$ cat config.mk
export PLATFORM = sky130hd
export DESIGN_NAME = aes_sched
export DESIGN_NICKNAME = d
export VERILOG_FILES = /design/src/rtl/aes_sched_pkg.sv /design/src/rtl/aes_sched_rr_arb2.sv /design/src/rtl/aes_sched.sv
export SDC_FILE = /design/constraint.sdc
export NUM_CORES = 1
export LEC_CHECK = 0
export ABC_CLOCK_PERIOD_IN_PS = 2300
export CAP_MARGIN = 20
export CORE_AREA = 2 2 403 405
export DETAILED_ROUTE_END_ITERATION = 7
export DIE_AREA = 0 0 405 407
export SLEW_MARGIN = 20
export SYNTH_ARGS = -nofsm -noshare
export SYNTH_HDL_FRONTEND = slang
export SYNTH_SLANG_ARGS = --single-unit
export TNS_END_PERCENT = 5
$ cat constraint.sdc
create_clock -name clk -period 2.3 [get_ports clk]
set_input_delay 0.23 -clock clk [delete_from_list [all_inputs] [get_ports clk]]
set_output_delay 0.23 -clock clk [all_outputs]
set_load 0.03 [all_outputs]
$ cat src/rtl/aes_sched_pkg.sv
// aes_sched_pkg: shared state encoding, key-width check and FIPS-197 reference vectors
package aes_sched_pkg;
  typedef enum logic [2:0] {IDLE, LOAD, ARM, RUN, RESP} state_t;
  localparam logic [127:0] FIPS_KEY = 128'h000102030405060708090a0b0c0d0e0f;
  localparam logic [127:0] FIPS_PT  = 128'h00112233445566778899aabbccddeeff;
  localparam logic [127:0] FIPS_CT  = 128'h69c4e0d86a7b0430d8cdb78070b4c55a;
  function automatic bit k_legal(input int k);
    return k == 128 || k == 192 || k == 256;
  endfunction
endpackage

$ cat src/rtl/aes_sched_rr_arb2.sv
// aes_sched_rr_arb2: two-input round-robin arbiter, one-hot grant, pointer moves past the winner
module aes_sched_rr_arb2 (
  input  logic       clk,
  input  logic       reset,
  input  logic [1:0] req,
  input  logic       upd,
  output logic [1:0] gnt
);
  logic ptr;
  assign gnt[0] = req[0] & (!ptr | !req[1]);
  assign gnt[1] = req[1] & (ptr | !req[0]);
  always_ff @(posedge clk or negedge reset)
    if (!reset) ptr <= 1'b0;
    else if (upd && |req) ptr <= gnt[0];
endmodule

$ cat src/rtl/aes_sched.sv
// aes_sched: shares one AES core between two requesters, drives the load pulse and returns tagged results
module aes_sched
  import aes_sched_pkg::*;
#(
  parameter int K           = 128,
  parameter int LOAD_CYCLES = 32,
  parameter int TIMEOUT     = 4096
) (
  input  logic           clk,
  input  logic           reset,
  input  logic           req0_valid,
  output logic           req0_ready,
  input  logic           req0_dir,
  input  logic [K-1:0]   req0_key,
  input  logic [127:0]   req0_msg,
  input  logic           req1_valid,
  output logic           req1_ready,
  input  logic           req1_dir,
  input  logic [K-1:0]   req1_key,
  input  logic [127:0]   req1_msg,
  output logic           resp_valid,
  input  logic           resp_ready,
  output logic           resp_id,
  output logic           resp_err,
  output logic [127:0]   resp_data,
  output logic           core_ce,
  output logic           core_dir,
  output logic [K-1:0]   core_key,
  output logic [127:0]   core_msg,
  input  logic           core_done,
  input  logic [127:0]   core_data
);
  localparam int MX = (LOAD_CYCLES > TIMEOUT) ? LOAD_CYCLES : TIMEOUT;
  localparam int CW = $clog2(MX) + 1;
  localparam logic [CW-1:0] LOAD_END = CW'(LOAD_CYCLES - 1);
  localparam logic [CW-1:0] TO_END   = CW'(TIMEOUT - 1);
  if (!k_legal(K)) begin : g_k_illegal
    $error("aes_sched: K must be 128, 192 or 256");
  end
  state_t        state;
  logic [CW-1:0] cnt;
  logic [1:0]    done_q;
  logic [1:0]    gnt;
  logic          done_s;
  assign done_s = done_q[1];
  aes_sched_rr_arb2 u_arb (
    .clk   (clk),
    .reset (reset),
    .req   ({req1_valid, req0_valid}),
    .upd   (state == IDLE),
    .gnt   (gnt)
  );
  // core_done comes from the core's own clock domain
  always_ff @(posedge clk or negedge reset)
    if (!reset) done_q <= 2'b00;
    else done_q <= {done_q[0], core_done};
  always_ff @(posedge clk or negedge reset)
    if (!reset) begin
      state      <= IDLE;
      cnt        <= '0;
      req0_ready <= 1'b0;
      req1_ready <= 1'b0;
      resp_valid <= 1'b0;
      resp_id    <= 1'b0;
      resp_err   <= 1'b0;
      resp_data  <= '0;
      core_ce    <= 1'b0;
      core_dir   <= 1'b0;
      core_key   <= '0;
      core_msg   <= '0;
    end else begin
      req0_ready <= 1'b0;
      req1_ready <= 1'b0;
      case (state)
        IDLE: if (|gnt) begin
          req0_ready <= gnt[0];
          req1_ready <= gnt[1];
          core_dir   <= gnt[1] ? req1_dir : req0_dir;
          core_key   <= gnt[1] ? req1_key : req0_key;
          core_msg   <= gnt[1] ? req1_msg : req0_msg;
          resp_id    <= gnt[1];
          core_ce    <= 1'b1;
          cnt        <= '0;
          state      <= LOAD;
        end
        LOAD: if (cnt == LOAD_END) begin
          core_ce <= 1'b0;
          cnt     <= '0;
          state   <= ARM;
        end else cnt <= cnt + CW'(1);
        ARM, RUN: if (state == RUN && done_s) begin
          resp_data  <= core_data;
          resp_err   <= 1'b0;
          resp_valid <= 1'b1;
          state      <= RESP;
        end else if (cnt == TO_END) begin
          resp_data  <= '0;
          resp_err   <= 1'b1;
          resp_valid <= 1'b1;
          state      <= RESP;
        end else begin
          cnt <= cnt + CW'(1);
          if (state == ARM && !done_s) state <= RUN;
        end
        RESP: if (resp_ready) begin
          resp_valid <= 1'b0;
          state      <= IDLE;
        end
        default: state <= IDLE;
      endcase
    end
endmodule

# [Word-level counts from Yosys, hierarchy flattened]
# Cells that the tools add are included.
# W data, S select, Z words.
[word_totals] register_bits=410 input_bits=648 out_inout_bits=391 word_cells=82
[classes] add_sub_neg=1 n_eq_ne=13 mux=29 bitwise_logic=4 n_reduce_logical=21
[op_table] operator="$mux W128" count=4
[op_table] operator="$mux W13" count=4
[op_table] operator="$pmux W13 S3" count=1
[op_table] operator="$mux W3" count=6
[op_table] operator="$add A13 B1 Y13 const B" count=1
[op_table] operator="$eq A13 B12 Y1 const B" count=1
[op_table] operator="$eq A13 B5 Y1 const B" count=1
[op_table] operator="$pmux W3 S4" count=1
[op_table] operator="$mux W1" count=11
[op_table] operator="$ne A2 B2 Y1 const B" count=5
[op_table] operator="$reduce_and A4 Y1" count=2
[op_table] operator="$eq A3 B2 Y1 const B" count=2
[op_table] operator="$reduce_and A3 Y1" count=2
[op_table] operator="$reduce_bool A2 Y1" count=3
[op_table] operator="$reduce_or A2 Y1" count=3
[op_table] operator="$logic_not A1 Y1" count=4
[op_table] operator="$ne A4 B4 Y1 const B" count=1
[op_table] operator="$pmux W1 S2" count=2
[op_table] operator="$reduce_and A2 Y1" count=2
[op_table] operator="$eq A3 B1 Y1 const B" count=1
[op_table] operator="$eq A3 B3 Y1 const B" count=1
[op_table] operator="$logic_and A1 B1 Y1" count=3
[op_table] operator="$logic_not A3 Y1" count=1
[op_table] operator="$ne A3 B3 Y1 const B" count=1
[op_table] operator="3 further kinds" count=5

# [Logic depth before layout (Yosys ltp)]
[logic_depth] ltp_word=6 depth_mapped=8 mapped_depth_nobuf=6

# [By module]
# Synthesis repeated with hierarchy kept, for this count alone.
[hier_totals] hier_cells=1534 area_unflattened_um2=17440.5
[by_module_without_submodules] module="aes_sched" n_inst=1 cells_each=1528 area_per_inst_um2=17385.4 seq_area_each_um2=10234.8
[by_module_without_submodules] module="aes_sched_rr_arb2" n_inst=1 cells_each=6 area_per_inst_um2=55.1 seq_area_each_um2=25.0

# [Worst setup path before layout]
# No wires, ideal clock.
[synth_timing] kind="register to register" from="register cnt[0]" to="register resp_data[38]" setup_ns=0.117 arrival_time_ns=1.820 t_required_ns=2.183 slack_ns=0.362 path_stages_with_launch=9 n_path_buf=3 synth_period_minus_slack_ns=1.938 path_cell_list="dfrtp_1 ha_1 nand4_1 or4b_1 buf_2 buf_6 buf_6 nand3_1 nand2_1"
[synth_via] elab_chain_cells=3
[synth_lines] element="from (decl)" line_no="aes_sched.sv:41" text="logic [CW-1:0] cnt;"
[synth_lines] element="from (signal assigned)" line_no="aes_sched.sv:90" text="end else cnt <= cnt + CW'(1);"
[synth_lines] element="from (signal assigned)" line_no="aes_sched.sv:102" text="cnt <= cnt + CW'(1);"
[synth_lines] element="$eq A13 B12 Y1" line_no="aes_sched.sv:96" text="end else if (cnt == TO_END) begin"
[synth_lines] element="$reduce_bool A2 Y1 (no line)"
[synth_lines] element="$reduce_and A2 Y1 (no line)"
[synth_lines] element="to (signal assigned)" line_no="aes_sched.sv:92" text="resp_data <= core_data;"
[synth_lines] element="to (decl)" line_no="aes_sched.sv:25" text="output logic [127:0] resp_data,"
# Every way passes these cells.
# A chain may end at the register's enable or synchronous reset.

# [Final worst setup path]
[layout_timing] from="register core_key[17]" to="output port core_key[17]"
[layout_rtl] element="from (decl)" line_no="aes_sched.sv:28" text="output logic [K-1:0] core_key,"
[layout_rtl] element="from (signal assigned)" line_no="aes_sched.sv:79" text="core_key <= gnt[1] ? req1_key : req0_key;"
# No word-level cell between the ends.

==> results.ini <==
[final_layout]
final_common_cell = clkdlybuf4s50_1
final_cell_mix = clkdlybuf4s50_1, nand2_1, dfrtp_1
fin_area_um2 = 33280
syn_to_final_growth_pct = 85.27
drive_gt1_frac = 0.06178
fillers = 17480
register_area_um2 = 10260
nNetsFinal = 3488
multi_input_area_um2 = 7097

[floorplanning]
start_util = 0.1121
die_h_um = 407
die_w_um = 405
core_area_um2 = 160200
boundaryPins = 1039
rows = 147
die-area_um2 = 164800

[worst_hold_path]
hold_path.class = in2reg

[yosys]
synth_compound_area_frac = 0.08095
synth_edf_count = 0
synthCells = 1802
synth-adder-area-share = 0.0006966
ys.flop_type = dfrtp_1
synth_simple_gate_area_share = 0.1640
netlist_area_um2 = 17960
syn_nets = 2451
ys_ff_latch = 410
ys_warn_count = 0
synth.avg_cell_area_um2 = 9.967
synthArstFlopShare = 1.000
seq_area_frac_synth = 0.5712
synth.area.mux_share = 0.1443
synthXorXnorAreaFrac = 0.003413
synth.distinct_cells = 42
synth_top_family_by_area = simple AND/OR/NAND/NOR gates

[sta]
layout_min_cycle_time_ps = 2149
clock.fmax_mhz = 465.3
worstMarginPinSlew_ps = 609.8
setup_viol = 0
slew_headroom = 0.5922
setup_tns_ps = 0
slew_violations = 0
period_share = 0.9344
hold_viol = 0
skew_ps = 22.45
rsz0062_at_grt = no

[clock_network]
cts_num_sinks = 410
cts_tree = yes
cts_max_path_buffers = 3
cts_resized = 0
h-tree-depth = 2
clkTransAtPathRegs_ps = 70
postCtsHoldBufs = 1
insertion_delay_ps = 630
cts_buffers = 53
cts_root_buffer = clkbuf_16
post_cts_buffers = 0

[worst_setup_path]
cp_slowest_cell = clkdlybuf4s50_1
crit_required_ps = 2070
cp.buffers_inverters = 1
start_kind = flop
path_cells = clkdlybuf4s50_1
critPathTopFamily = buffers and inverters
path_max_fanout = 2
timing_worst_setup_path_type = reg2out
arrival_ps = 1920
end_kind = output pin
cpPeakStageDelay_ps = 890

[route]
via_count = 17728
avgRoutedWirePerCell_um = 21.84
drt_pass1_iterations = 5
antenna_left = 0
routed_wirelength_um = 110400
post-route-drc-count = 0
first_iter_violations = 1288
via_per_inst = 3.508

[global_routing]
track_usage = 0.1260
antenna_found_initial = 95
grt_pass1_vias = 17375
gr-total-overflow = 0
grt_pass1_wl_um = 144300
grt_max_degree = 114

[pwr]
p_leak_nw = 14.14
ir_worst_vdd_uv = 747.7
power_density_nw_per_um2 = 1068
total_power_w = 0.03553

[status]
status = finished clean

[place]
gp_congestion = 0.8619
place_area_um2 = 31450
numPortBuffers = 1038
post-dp-hpwl_um = 91300

[job]
maxCapViolCount = 0

==> metrics by stage <==
step           cells  hold WS (ps)  setup slack [ps]    util
6_report        5053         86.27             150.9  0.2077
5_1_grt         5049         57.07             11.90  0.2077
4_1_cts         5041         18.14             69.12  0.2075
3_5_place_dp    4943         195.0            -75.41  0.1963
3_3_place_gp    4943         193.5            -66.17  0.1963
2_1_floorplan   1802        -65.59             362.4       -
==> state kept, by name, summed over array words and instances, names as in the netlist <==
name	cells
cnt	13
core_ce	1
core_dir	1
core_key	128
core_msg	128
done_q	2
req0_ready	1
req1_ready	1
resp_data	128
resp_err	1
resp_id	1
resp_valid	1
state	3
u_arb.ptr	1
==> worst reg2reg max path: stages (launching register included) <==
cell	delay, ps
dfrtp_1	540
nor3b_2	350
or4b_4	580
buf_12	250
nand3_1	190
nand2_1	60
==> power by group <==
part / internal [W] / leakage [nW] / switching, W / total (W)
logic: 0.00663 / 8.62 / 0.00922 / 0.0158
clock network: 0.00503 / 0.878 / 0.00355 / 0.00858
registers: 0.00958 / 4.64 / 0.00153 / 0.0111
==> cells by family (layout without fill, tap and decap cells) <==
logic type,Yosys count,in the layout
multiplexers,259,259
AND/OR/NAND/NOR,708,708
AO/OA/AOI/OAI,282,282
buffers and inverters,135,1214
adder cells (fa/ha/maj),1,1
flip-flops,410,410
XOR/XNOR,7,7
other,0,12
==> final cells by class <==
type / count / share of cell area
clock inverters: 22 / 0.007107
diodes: 12 / 0.0009024
multi-input cells: 1257 / 0.2133
flip-flops and latches: 410 / 0.3083
repair buffers: 1115 / 0.3424
well taps: 2160 / 0.08122
inverters: 2 / 0.0002256
clock buffers: 75 / 0.04655
==> synth_stat cells (all sizes together), types with 2 or more instances <==
cell type	n	area, µm²
buf	56	339.1
a21oi	3	15.01
dfrtp	410	10260
o21ai	262	1311
and4	2	17.52
xnor2	3	26.28
nand3	134	670.6
nand2	523	1963
and3	3	18.77
nand2b	3	18.77
a211oi	4	30.03
nor2	14	52.55
xor2	4	35.03
inv	2	7.510
nand4	5	31.28
mux2i	259	2592
nor4	6	37.54
a31oi	4	25.02
clkbuf	77	289.0
nor2b	3	18.77
nor3	6	40.04
a21o	2	15.01
nor3b	3	27.52
==> metal layers <==
layer | global-route usage | routed length [µm] | vias to the layer above
li1 | - | - | 8201
met1 | 0.1551 | 45310 | 8481
met2 | 0.2051 | 51920 | 794
met3 | 0.04286 | 9326 | 220
met4 | 0.04118 | 3601 | 32
met5 | 0 | 190 | -
==> path summary, 6_finish.rpt <==
check                      cells past startpoint             to    startpoint  slack [ps]
min                                            1      done_q[0]     core_done          90
max                                            1   core_key[17]  core_key[17]         150
max reg2reg                                    5  resp_data[53]      state[1]         220
max in group asynchronous                      3    core_key[1]         reset        1290
min in group asynchronous                      2      u_arb.ptr         reset         110
min reg2reg                                    0      done_q[1]     done_q[0]         370
Note: power is estimated with default switching activity, not from simulation.
